--- config.mk ---
export PLATFORM = sky130hd
export DESIGN_NAME = fir_out_stage
export DESIGN_NICKNAME = d
export VERILOG_FILES = /design/src/rtl/fir_pkg.sv /design/src/rtl/fir_sync_fifo.sv /design/src/rtl/fir_out_stage.sv
export SDC_FILE = /design/constraint.sdc
export NUM_CORES = 1
export LEC_CHECK = 0
export CAP_MARGIN = 10
export CORE_ASPECT_RATIO = 0.5
export CORE_MARGIN = 10
export CORE_UTILIZATION = 43
export DETAILED_ROUTE_END_ITERATION = 7
export DONT_BUFFER_PORTS = 1
export HOLD_SLACK_MARGIN = 0.05
export PLACE_DENSITY = 0.62
export SLEW_MARGIN = 0
export SYNTH_ARGS = -nofsm -noshare
export SYNTH_HDL_FRONTEND = slang
export SYNTH_HIERARCHICAL = 1
export SYNTH_SLANG_ARGS = --single-unit
--- constraint.sdc ---
create_clock -name clock -period 5 [get_ports clock]
set_clock_uncertainty 0.15 [all_clocks]
set_input_delay 0.75 -clock clock [delete_from_list [all_inputs] [get_ports clock]]
set_output_delay 0.75 -clock clock [all_outputs]
set_load 0.02 [all_outputs]
--- src/rtl/fir_pkg.sv ---
// Shared definitions for FIR output stages: default widths and the
// round-then-saturate helper used to narrow a MAC accumulator to a sample.
package fir_pkg;

  localparam int ACC_W_DEF   = 29;
  localparam int OUT_W_DEF   = 12;
  localparam int COEFF_W_DEF = 16;

  // Working width of the helper; accumulators up to 62 bits round without overflow.
  localparam int SR_W = 64;

  typedef struct packed {
    logic            sat;
    logic [SR_W-1:0] value;
  } sat_res_t;

  // Round half toward +inf, arithmetic shift right, then clamp to a signed
  // out_w-bit range. sat reports whether the clamp engaged.
  function automatic sat_res_t sat_round(input logic signed [SR_W-1:0] acc,
                                         input int shift,
                                         input int out_w);
    sat_res_t res;
    logic signed [SR_W-1:0] y;
    logic signed [SR_W-1:0] hi;
    logic signed [SR_W-1:0] lo;
    y  = (acc + (64'sd1 <<< (shift - 1))) >>> shift;
    hi = (64'sd1 <<< (out_w - 1)) - 64'sd1;
    lo = -(64'sd1 <<< (out_w - 1));
    res.sat   = 1'b0;
    res.value = y;
    if (y > hi) begin
      res.sat   = 1'b1;
      res.value = hi;
    end else if (y < lo) begin
      res.sat   = 1'b1;
      res.value = lo;
    end
    return res;
  endfunction

endpackage

--- src/rtl/fir_sync_fifo.sv ---
// Small synchronous FIFO. Head entry is visible on dout; a push into a full
// FIFO is accepted only when a pop happens on the same edge.
module fir_sync_fifo #(
  parameter int WIDTH = 12,
  parameter int DEPTH = 4
) (
  input  logic                       clock,
  input  logic                       reset,
  input  logic                       push,
  input  logic [WIDTH-1:0]           din,
  input  logic                       pop,
  output logic [WIDTH-1:0]           dout,
  output logic [$clog2(DEPTH):0]     level,
  output logic                       full
);

  localparam int AW = $clog2(DEPTH);
  localparam int LW = AW + 1;

  logic [WIDTH-1:0] mem [DEPTH];
  logic [AW-1:0]    wr_ptr;
  logic [AW-1:0]    rd_ptr;
  logic             do_push;
  logic             do_pop;

  assign full = (level == LW'(DEPTH));
  assign dout = mem[rd_ptr];

  // Qualify requests against occupancy; full+pop still admits a push.
  always_comb begin
    do_pop  = pop && (level != '0);
    do_push = push && (!full || do_pop);
  end

  // Pointer and occupancy bookkeeping; pointers wrap naturally at DEPTH.
  always_ff @(posedge clock) begin
    if (reset) begin
      wr_ptr <= '0;
      rd_ptr <= '0;
      level  <= '0;
    end else begin
      if (do_push) wr_ptr <= wr_ptr + 1'b1;
      if (do_pop)  rd_ptr <= rd_ptr + 1'b1;
      case ({do_push, do_pop})
        2'b10:   level <= level + 1'b1;
        2'b01:   level <= level - 1'b1;
        default: level <= level;
      endcase
    end
  end

  // Storage write; contents need no reset because level gates visibility.
  always_ff @(posedge clock) begin
    if (do_push) mem[wr_ptr] <= din;
  end

endmodule

--- src/rtl/fir_out_stage.sv ---
// Output stage of the systolic FIR: realigns the last MAC accumulator with
// its sample strobe, rounds/saturates it and buffers it behind valid/ready.
// The MAC chain never stalls, so a full FIFO drops results and flags it.
module fir_out_stage
  import fir_pkg::*;
#(
  parameter int ACC_W      = ACC_W_DEF,
  parameter int OUT_W      = OUT_W_DEF,
  parameter int FRAC_SHIFT = 15,
  parameter int LATENCY    = 10,
  parameter int FIFO_DEPTH = 4
) (
  input  logic                          clock,
  input  logic                          reset,
  input  logic                          in_valid,
  input  logic [ACC_W-1:0]              acc_in,
  output logic [OUT_W-1:0]              m_tdata,
  output logic                          m_tvalid,
  input  logic                          m_tready,
  output logic                          sat_o,
  output logic                          drop_o,
  input  logic                          clear_flags,
  output logic [$clog2(FIFO_DEPTH):0]   level_o
);

  logic [LATENCY-1:0]    vd_sr;
  logic                  v_d;
  logic [SR_W-1:0]       acc_ext;
  sat_res_t              sr;
  logic                  unused_hi;
  logic [OUT_W-1:0]      r;
  logic                  r_valid;
  logic                  pop;
  logic                  fifo_full;
  logic [OUT_W-1:0]      fifo_dout;
  logic                  sat_evt;
  logic                  drop_evt;

  assign v_d       = vd_sr[LATENCY-1];
  assign acc_ext   = {{(SR_W-ACC_W){acc_in[ACC_W-1]}}, acc_in};
  assign sr        = sat_round(acc_ext, FRAC_SHIFT, OUT_W);
  assign unused_hi = ^sr.value[SR_W-1:OUT_W];

  assign m_tvalid  = (level_o != '0);
  assign m_tdata   = m_tvalid ? fifo_dout : '0;
  assign pop       = m_tvalid && m_tready;
  assign sat_evt   = v_d && sr.sat;
  assign drop_evt  = r_valid && fifo_full && !pop;

  // Strobe delay line matching the MAC chain latency.
  always_ff @(posedge clock) begin
    if (reset) begin
      vd_sr <= '0;
    end else begin
      vd_sr[0] <= in_valid;
      for (int i = 1; i < LATENCY; i++) vd_sr[i] <= vd_sr[i-1];
    end
  end

  // Result register: capture the narrowed accumulator when the strobe lines up.
  always_ff @(posedge clock) begin
    if (reset) begin
      r       <= '0;
      r_valid <= 1'b0;
    end else begin
      r_valid <= v_d;
      if (v_d) r <= sr.value[OUT_W-1:0];
    end
  end

  // Sticky status flags; a new event outranks a simultaneous clear.
  always_ff @(posedge clock) begin
    if (reset) begin
      sat_o  <= 1'b0;
      drop_o <= 1'b0;
    end else begin
      if (clear_flags) begin
        sat_o  <= 1'b0;
        drop_o <= 1'b0;
      end
      if (sat_evt)  sat_o  <= 1'b1;
      if (drop_evt) drop_o <= 1'b1;
    end
  end

  fir_sync_fifo #(
    .WIDTH (OUT_W),
    .DEPTH (FIFO_DEPTH)
  ) u_fifo (
    .clock (clock),
    .reset (reset),
    .push  (r_valid),
    .din   (r),
    .pop   (pop),
    .dout  (fifo_dout),
    .level (level_o),
    .full  (fifo_full)
  );

endmodule

==> impl.org, run 1 <==
** Clock tree
- Clock tree synthesis selected as its root buffer the cell clkbuf_16.
- Gates resized during post-CTS repair numbered 0.
- Number of levels in the clock H-tree :: 3
- Number of buffers inserted by hold repair at cts :: 0
- Clock tree synthesis inserted a total of 9 buffers.
- Maximum clock path buffer count :: 2
- Once the clock tree was built, the setup fixing pass inserted 0 buffers.
- TritonCTS built the clock tree.
- For this design, the sink count on the clock tree is 82.
- Skew-Pair Late Insertion Delay :: 330 ps
- CTS clock-pin slew for the worst setup and hold paths :: 60 ps

** Power and ir drop
- IR analysis of the VDD net gives a maximum drop of 0.2136 mV.
- Dividing total power by cell area gives a power density of 348.2 mW/mm2.
- For this design the static power due to leakage is 1.262 nW.
- Total Power Consumption :: 0.001374 W

** Layout
- In the final layout, the share of cells above drive strength 1 is 0.1798.
- The repair_antennas step left the layout with diodes totalling 0.
- Number of nets in the final layout :: 302
- Area occupied by registers :: 0.002122 mm2
- Counting the fill cells in the layout gives 698.
- Non-filler instance count after layout :: 379
- Area of the multi-input gates :: 0.001358 mm2
- Synth-to-Final Area Change :: 10.43%

** Route
- Number of vias per cell after detailed routing :: 5.198
- Drc violations :: 0
- Average wire per standard cell :: 17.56 um
- Starting DRT DRC Count :: 156
- Residual antenna-violating net count after detailed routing :: 0
- First drt pass iteration count :: 4
- Final Routed Wirelength :: 6.657 mm
- DR vias :: 1970

** Setup path
- Required time reported for the critical path endpoint :: 5070 ps
- The worst setup path is launched from a flip-flop.
- The worst register-to-register path has a setup slack of 1490 ps.
- Dominant delay contributor by cell family on the critical path :: simple AND/OR/NAND/NOR gates
- Traced cell by cell, the critical path runs through or3_1, and2_1, o31a_1, or2b_1, fa_1, nand2b_1, o31ai_1, mux2_1.
- For the worst setup path, the data arrival time is 3570 ps.
- CP Capture Type :: flip-flop
- Largest stage delay, worst path :: 600 ps
- Slowest library cell on the worst path :: dfxtp_1
- Of all nets on the critical path, the largest fanout is 14.
- Critical setup path kind :: flip-flop to flip-flop
- Buf+Inv Stages, Crit Path :: 0

** Logic synthesis
- In the synthesized netlist the async set-or-reset flop fraction comes to 0.
- In this run, synthesis produced a sequential element count of 82.
- Mean instance size in the synthesized netlist :: 13.64 um2
- After technology mapping, the gate count stands at 262.
- Ranking of synthesized cells by area :: edfxtp_1, dfxtp_1, mux4_2
- Count of cell types in the netlist :: 57
- Of the synthesized area, sequential elements account for 0.5938.
- Synthesis produced a netlist with a net count of 302.
- Yosys instantiated no cell more often than edfxtp_1.
- During synthesis, Yosys emitted a total of 6 warnings.
- Count of flip-flops with a built-in enable after synthesis :: 48
- Share of the synthesized area in the top cell type :: 0.4034
- Library cell with the largest summed area after synthesis :: edfxtp_1
- Flip-flop cell with the highest count after synthesis :: edfxtp_1
- Mapped cell area :: 0.003573 mm2
- The commonest cells after synthesis are edfxtp_1, dfxtp_1, nor2_1, and2_1.

** Global routing
- For this run, the total global-route usage over all layers was measured as 0.1109.
- Initial antenna violation count :: 0
- The first global-routing pass estimated 10.94 mm of wire.
- Vias in the first global route :: 2070
- Maximum number of pins on one net before global-route repair :: 35
- Residual overflow from global routing :: 0

** Place
- Buffers placed on the I/O ports in this run total 0.
- Detailed placement HPWL :: 4.673 mm
- Place WS :: 1457 ps
- The congestion estimate from routability-driven global placement came to 0.7561.
- The number of placed instances, taps included, is 363.

** Timing
- Share of the cycle needed by the critical path after routing :: 0.7016
- In this run the tightest slew margin relative to its limit is 0.4147.
- Setup repair after global routing missed its margin :: no
- Setup slack closes at 1492 ps.
- The count of endpoints failing hold in the final timing report is 0.
- Total Negative Setup Slacks :: 0 ps
- For the finished layout, the period the worst path requires is 3508 ps.
- Actual slew at the worst max-slew pin :: 872.7 ps
- Setup Viol. Count Final :: 0
- Highest achievable clock rate :: 0.2851 GHz
- Number of slew-limit violations in the final report :: 0

** Die
- Area of the placeable core :: 0.008058 mm2
- Total Die Area :: 0.01258 mm2
- Vertical die dimension :: 84.46 um
- The floorplan has 23 rows.
- In this run the count of I/O pins placed on the die edge is 52.
- From left edge to right edge, the die measures 148.9 um.
- The initial utilization of the core area, before any placement, comes to 0.4435.

** Min path
- Hold Crit Class :: flip-flop to flip-flop

** Flow run
- Maximum Capacitance Violations :: 0

** Status
- The flow ran to the end, and the final reports show no timing, DRC or antenna violations.
-- routing by layer --
layer,global-route usage,vias to the layer above,part of all wire
li1,-,961,-
met1,0.1297,961,0.45
met4,0.04606,0,0.012
met5,0,-,0
met2,0.1708,40,0.46
met3,0.05460,8,0.076
-- power by group --
| part | total [W] | internal [W] | switching [W] |
|---|---|---|---|
| clock | 0.000640 | 0.000387 | 0.000253 |
| sequential | 0.000708 | 0.000708 | 0.000000396 |
| combinational | 0.0000258 | 0.0000113 | 0.0000145 |
| total | 0.00137 | 0.00111 | 0.000267 |
-- path summary, 6_finish.rpt --
kind,from,endpoint,depth (start not counted)
max reg2reg,u_fifo/level[0]$_SDFFE_PP0P_,u_fifo/level[2]$_SDFFE_PP0P_,8
max,u_fifo/level[0]$_SDFFE_PP0P_,u_fifo/level[2]$_SDFFE_PP0P_,8
min reg2reg,vd_sr[7]$_SDFF_PP0_,vd_sr[8]$_SDFF_PP0_,1
min,vd_sr[7]$_SDFF_PP0_,vd_sr[8]$_SDFF_PP0_,1
-- cell usage in the layout, fill, tap and decap left out, types with 2 or more instances in the layout --
| cell type | n |
|---|---|
| a211oi_2 | 10 |
| and2_1 | 17 |
| clkbuf_16 | 9 |
| dfxtp_1 | 34 |
| edfxtp_1 | 48 |
| ha_1 | 5 |
| inv_1 | 9 |
| inv_6 | 2 |
| mux2i_1 | 2 |
| mux4_2 | 12 |
| nand2_1 | 6 |
| nand2b_1 | 2 |
| nand3_1 | 6 |
| nor2_1 | 24 |
| nor2b_1 | 12 |
| nor3_1 | 4 |
| o21ai_1 | 9 |
| o31a_1 | 2 |
| xnor2_1 | 8 |
| xor2_1 | 6 |
-- through the flow --
stage	utilization	area, um2	hold WS [ps]
3_3_place_gp	0.4534	3654	266.8
3_5_place_dp	0.4534	3654	277.0
5_1_grt	0.4898	3946	299.6
2_1_floorplan	-	3573	263.8
4_1_cts	0.4898	3946	291.9
6_report	0.4898	3946	284.7
-- flip-flops by register name, indices dropped and copies added, names as in the netlist, named ones only --
signal / count
u_fifo/rd_ptr: 2
u_fifo/level: 3
vd_sr: 10
sat_o: 1
u_fifo/mem: 48
r: 12
r_valid: 1
drop_o: 1
u_fifo/wr_ptr: 2
-- kinds of logic after synthesis --
group	synth area share
simple gates	0.1345
xor+xnor	0.03431
compound gates	0.1005
flops	0.5938
mux	0.08754
fa+ha+maj	0.02311
buf+inv	0.02626
-- final cells by class --
cell class / instances / area share
inverter: 9 / 0.008561
multi-input combinational: 160 / 0.3440
clock buffer: 10 / 0.05802
clock inverter: 6 / 0.01617
tap: 112 / 0.03551
sequential: 82 / 0.5377
Power figures use the tool's default switching activity.
==> inputs of run 2 (changes only) <==
--- a/config.mk
+++ b/config.mk
@@ -12,7 +12,7 @@
 export DETAILED_ROUTE_END_ITERATION = 7
 export DONT_BUFFER_PORTS = 1
 export HOLD_SLACK_MARGIN = 0.05
-export PLACE_DENSITY = 0.62
+export PLACE_DENSITY = 0.64
 export SLEW_MARGIN = 0
 export SYNTH_ARGS = -nofsm -noshare
 export SYNTH_HDL_FRONTEND = slang
==> constraint.sdc (replaced) <==
create_clock -name clock -period 3.1 [get_ports clock]
set_clock_uncertainty 0.15 [all_clocks]
set_input_delay 0.465 -clock clock [delete_from_list [all_inputs] [get_ports clock]]
set_output_delay 0.465 -clock clock [all_outputs]
set_load 0.02 [all_outputs]
==> impl.org, run 2 (synthesized netlist as in run 1, its figures left out) <==
** Layout
- Most frequent cells in the layout :: edfxtp_1, dfxtp_1, nor2_1
- Number of nets in the final layout :: 310
- Area of all placed cells without fillers :: 0.004045 mm2
- Fraction of final layout cells sized beyond drive strength 1 :: 0.2044
- The register with the most flip-flops in the layout has 48 of them.
- The number of antenna diodes in the final layout is 0.
- The largest registers in the layout are u_fifo/mem: 48 flops, r: 12 flops, vd_sr: 10 flops.
- Synth-to-Final Area Change :: 13.20%
- Most common cell after layout, fill and taps aside :: edfxtp_1
- Ranked by flip-flop count, first place goes to u_fifo/mem.

** Global routing
- Global-route wire length before repair :: 10.93 mm
- The total overflow left after global routing is 0.
- Across every metal layer, demand over resource in global routing totals 0.1142.
- Vias in the first global route :: 2085
- Entering global routing, the biggest net connects 28 pins.
- The initial antenna violation count came to 0.

** Clock tree
- The tree is rooted in a clkbuf_16.
- The clock net in this run drives a total of 82 sinks.
- The number of clock buffers added by TritonCTS is 9.
- The clock tree synthesis step divided the H-tree into 3 levels.
- TritonCTS built the clock tree.
- CTS clock-pin slew for the worst setup and hold paths :: 60 ps
- At the later pin of the worst-skew pair, clock insertion delay measures 340 ps.
- Post-CTS timing repair inserted 0 buffers for setup.
- The longest clock path from root to sink contains 2 buffers.

** Status
- Status :: finished clean

** Die
- In this run the core area contains 23 standard-cell rows.
- Area of the placeable core :: 0.008058 mm2
- Total Die Area :: 0.01258 mm2
- In this run the horizontal extent of the chip is 148.9 um.
- The die is 84.46 um tall.
- Num ports :: 52
- Initial Utilization :: 0.4435

** Setup path
- CP Capture Type :: flip-flop
- At the worst endpoint, the arrival time is 2730 ps.
- Required time reported for the critical path endpoint :: 3170 ps
- The worst setup path is launched from a flip-flop.
- The critical path is of the flip-flop to flip-flop type.
- Critical path peak fanout :: 7
- In this run the register-to-register setup slack is 440 ps.

** Timing
- Hold is met by 76.91 ps.
- The count of endpoints failing hold in the final timing report was 0.
- Highest achievable clock rate :: 0.3757 GHz
- In this run the tightest slew margin relative to its limit is 0.5486.
- For the pin with the worst max-slew slack, the measured transition is 677.1 ps.
- Dividing the final minimum period by the clock period gives 0.8586.
- Setup repair after global routing left no endpoint under its margin.
- Number of slew-limit violations in the final report :: 0
- Total Negative Setup Slacks :: 0 ps
- Setup violations remaining at the end of the flow were counted as 0.
- Fin crit period :: 2662 ps

** Route
- First drt pass iteration count :: 4
- Drc violations :: 0
- After the first detailed-routing iteration, the DRC count stood at 119.
- Final Routed Wirelength :: 6.754 mm
- In this run the remaining antenna-violating nets after routing total 0.
- The routed layout has 2005 vias.
- Dividing the detail-routed wire length by the instance count gives 17.50 um.
- Using the TritonRoute via totals, the vias-per-cell ratio works out to 5.194.

** Min path
- Hold Crit Class :: input port to flip-flop

** Power and ir drop
- Overall power consumption after layout is estimated at 0.002321 W.
- Largest vdd supply drop :: 0.2892 mV
- Of the total power, registers draw 0.492.
- The share of total power dissipated in combinational logic is 0.023.
- Power spread over the standard cell area amounts to 573.8 mW/mm2.
- Power Internal :: 0.001868 W
- Relative contribution of the clock network to total power :: 0.485
- Reported leakage power :: 1.326 nW
- Of the total power, the share spent switching nets is 0.1950.
- Switching power summed over all nets :: 0.0004527 W

** Flow run
- Maximum Capacitance Violations :: 0

** Place
- Detailed placement HPWL :: 4.658 mm
- Final GP Congestion :: 0.7762
- Summing all placed instances gives a cell area of 0.003699 mm2.
- Buffers added on ports :: 0
## run 2: changes by cell type in the layout (fill, tap and decap cells not counted), sizes merged
cell,change
bufinv,+1
buf,+7
clkinv,+2
clkbuf,-1
inv,-1
dlygate4sd3,+1
clkinvlp,-2
## run 2: area by class of cell
cell class	count	area, um2
Inverter	9	33.78
Clock buffer	9	225.2
Clock inverter	6	91.34
Tap cell	112	140.1
Multi-Input combinational cell	160	1358
Fill cell	699	4013
Sequential cell	82	2122
Timing Repair Buffer	8	75.07
## run 2: worst paths after layout
check | startpoint | to | cells after the start
hold reg to reg | vd_sr[4]$_SDFF_PP0_ | vd_sr[5]$_SDFF_PP0_ | 1
setup / recovery | u_fifo/level[2]$_SDFFE_PP0P_ | u_fifo/level[2]$_SDFFE_PP0P_ | 8
setup reg to reg | u_fifo/level[2]$_SDFFE_PP0P_ | u_fifo/level[2]$_SDFFE_PP0P_ | 8
hold / removal | reset | r_valid$_SDFF_PP0_ | 1
## run 2: critical path: stages (launching register included)
cell and delay [ps]:
dfxtp_1 330, or3_1 120, and2_1 270, o31a_1 300
or2b_1 260, fa_1 380, nand2b_1 150, o31ai_1 230
mux2_1 360
## run 2: per-stage QoR
step	std cells	worst slack (ps)	utilization
after floorplan	262	347.1	-
after global placement	369	488.9	0.4590
after detailed placement	369	440.6	0.4590
after CTS	386	451.4	0.5020
after global routing	386	275.7	0.5020
final	386	438.5	0.5020
## run 2: timing repair
item                                   CTS  global route
hold buffers                             2             0
endpoints found under the hold margin   28             0
resized for setup                        0             0
setup endpoints to repair                0             0
## run 2: power groups by stage
stage	combinational [W]	sequential (W)	clock [W]
2_1_floorplan	0.0000427	0.00117	0
3_3_place_gp	0.0000421	0.00117	0
4_1_cts	0.0000529	0.00114	0.00114
5_1_grt	0.0000588	0.00114	0.00118
3_5_place_dp	0.0000418	0.00117	0
6_report	0.0000523	0.00114	0.00113
## run 2: metal layers
metal	share of wire	up-vias	wire length, um	track usage
li1	-	981	-	-
met1	0.44	966	2965	0.1320
met2	0.45	49	3055	0.1800
met3	0.098	9	665	0.06263
met4	0.0099	0	67	0.03189
met5	0	-	0	0
==> inputs of run 3 (changes only) <==
--- a/config.mk
+++ b/config.mk
@@ -12,7 +12,7 @@
 export DETAILED_ROUTE_END_ITERATION = 7
 export DONT_BUFFER_PORTS = 1
 export HOLD_SLACK_MARGIN = 0.05
-export PLACE_DENSITY = 0.64
+export PLACE_DENSITY = 0.62
 export SLEW_MARGIN = 0
 export SYNTH_ARGS = -nofsm -noshare
 export SYNTH_HDL_FRONTEND = slang
==> constraint.sdc (replaced) <==
create_clock -name clock -period 3.2 [get_ports clock]
set_clock_uncertainty 0.15 [all_clocks]
set_input_delay 0.48 -clock clock [delete_from_list [all_inputs] [get_ports clock]]
set_output_delay 0.48 -clock clock [all_outputs]
set_load 0.02 [all_outputs]
==> impl.org, run 3 (synthesized netlist as in run 1, its figures left out) <==
** Die
- Area of the placeable core :: 0.008058 mm2
- Num ports :: 52
- The floorplan step set the die width to 148.9 um.
- Vertical die dimension :: 84.46 um
- Initial Utilization :: 0.4435
- The die covers 0.01258 mm2.
- After floorplanning, the core was divided into 23 placement rows.

** Route
- Number of vias per cell after detailed routing :: 5.130
- For this run, design rule violations remaining after detail routing come to 0.
- DR vias :: 1980
- Starting DRT DRC Count :: 115
- The pre-antenna-repair detailed-routing pass consisted of 6 iterations.
- After detailed routing, the average wire length per cell comes to 17.01 um.
- Residual antenna-violating net count after detailed routing :: 0
- Final Routed Wirelength :: 6.565 mm

** Min path
- The min-delay analysis places its worst path in the category input port to flip-flop.

** Layout
- Non-filler instance count after layout :: 386
- Relative to the synthesized area, the layout overhead comes to 12.18%.
- Utilization after layout :: 0.4975
- Number of nets in the final layout :: 309
- Fill cells :: 710
- The register with the most flip-flops in the layout has 48 of them.
- Most frequent cells in the layout :: edfxtp_1, dfxtp_1, nor2_1
- Fraction of final layout cells sized beyond drive strength 1 :: 0.2007
- Diodes inserted :: 0
- Register with the most flip-flops :: u_fifo/mem
- Registers with the most flip-flops :: u_fifo/mem: 48 flops, r: 12 flops, vd_sr: 10 flops
- Most common cell after layout, fill and taps aside :: edfxtp_1

** Timing
- Highest achievable clock rate :: 0.3690 GHz
- Dividing the final minimum period by the clock period gives 0.8469.
- Number of slew-limit violations in the final report :: 0
- The smallest clock period supported by the final layout is computed as 2710 ps.
- In the final timing run, aggregate negative setup slack is 0 ps.
- Worst Setup Slack, final :: 490.0 ps
- Setup repair after global routing left no endpoint under its margin.
- Actual slew at the worst max-slew pin :: 663.7 ps
- Post-Route Hold Slack :: 68.21 ps
- Worst relative slew slack :: 0.5575
- The count of endpoints failing hold in the final timing report came to 0.
- Setup Viol. Count Final :: 0

** Flow run
- Max-cap violations in this run came to 0.

** Clock tree
- Clock tree synthesis found a total of 82 sinks.
- Buffers inserted during clock tree synthesis total 9.
- Number of levels in the clock H-tree :: 3
- After clock tree synthesis, the clock-pin slew on the worst setup and hold paths is 60 ps.
- Maximum clock path buffer count :: 2
- CTS tree :: yes
- Post-CTS setup-driven buffer insertion count :: 0
- CTS-repair resized insts :: 0
- In this run the clock root is driven by a clkbuf_16.
- Clock latency on the worst-skew pair, taken at its later pin, is 330 ps.

** Setup path
- Largest stage delay, worst path :: 380 ps
- Of all nets on the critical path, the largest fanout is 7.
- Crit path cell chain :: or3_1, and2_1, o31a_1, or2b_1, fa_1, nand2b_1, o31ai_1, mux2_1
- Kind of launch point of the worst setup path :: flip-flop
- Arrival time of data at the critical path endpoint :: 2770 ps
- STA puts the critical path data required time at 3260 ps.
- By startpoint and endpoint, the worst setup path is classified as flip-flop to flip-flop.
- STA classifies the critical path endpoint as a flip-flop.
- For this design, the slowest cell found on the critical path is fa_1.

** Global routing
- The total overflow left after global routing is 0.
- Global-route wire length before repair :: 10.75 mm
- The number of global-route vias before repair came to 2032.
- Total global routing track utilization :: 0.1098
- Maximum number of pins on one net before global-route repair :: 35
- Initial antenna violation count :: 0

** Place
- The congestion estimate from routability-driven global placement came to 0.7778.
- The number of placed instances, taps included, is 369.
- Input and output buffers added on the ports amount to 0.
- Place WS :: 523.3 ps
- Detailed placement HPWL :: 4.555 mm

** Power and ir drop
- For this design the ratio of total power to cell area is 537.3 mW/mm2.
- For this design the static power due to leakage is 1.301 nW.
- The worst-case IR drop observed on VDD is 0.2513 mV.

** Status
- The run finished with clean final reports.
## run 3: cell types whose count changed in the layout (fill, tap and decap cells not counted)
cell / before / now
clkinvlp_4: 0 / 2
clkinv_4: 2 / 1
clkinv_2: 1 / 0
buf_12: 1 / 0
bufinv_16: 2 / 1
clkinv_1: 0 / 1
inv_6: 1 / 2
## run 3: repair_timing
| item | CTS | global route |
|---|---|---|
| hold buffers | 0 | 1 |
| endpoints found under the hold margin | 0 | 2 |
| setup endpoints to repair | 0 | 0 |
## run 3: layer usage
layer,share of wire,vias to the layer above,global-route usage
met5,0,-,0
met4,0.011,0,0.02923
met3,0.086,10,0.05567
met2,0.45,45,0.1712
met1,0.45,945,0.1317
li1,-,980,-
## run 3: per-stage QoR
stage	power, W	cell area (um2)
finish	0.002154	4009
CTS	0.002180	3999
detailed placement	0.001171	3699
global route	0.002238	4009
floorplan	0.001171	3573
global placement	0.001171	3699
## run 3: worst paths after layout
path	from	end	slack (ps)	cells past startpoint
setup / recovery	u_fifo/level[0]$_SDFFE_PP0P_	u_fifo/level[2]$_SDFFE_PP0P_	490	8
hold / removal	reset	vd_sr[2]$_SDFF_PP0_	70	1
setup reg to reg	u_fifo/level[0]$_SDFFE_PP0P_	u_fifo/level[2]$_SDFFE_PP0P_	490	8
hold reg to reg	vd_sr[8]$_SDFF_PP0_	vd_sr[9]$_SDFF_PP0_	290	1
## run 3: area by class of cell
cell class	count	area, um2	area share
sequential	82	2122	0.5293
multi-input combinational	160	1358	0.3386
clock buffer	9	225.2	0.05618
tap	112	140.1	0.03496
clock inverter	7	75.07	0.01873
timing repair buffer	7	55.05	0.01373
inverter	9	33.78	0.008427
## run 3: where the power goes
group / leakage [nW] / internal, W / switching, W
Combinational: 0.442 / 0.0000193 / 0.0000236
Clock: 0.140 / 0.000607 / 0.000397
Sequential: 0.719 / 0.00111 / 0.000000566
## run 3: critical path: cells and delay by family, from the launching register on
kind / cells / cell delay [ps]
flops: 1 / 330
fa+ha+maj: 1 / 380
compound gates: 2 / 550
mux: 1 / 350
simple gates: 4 / 820
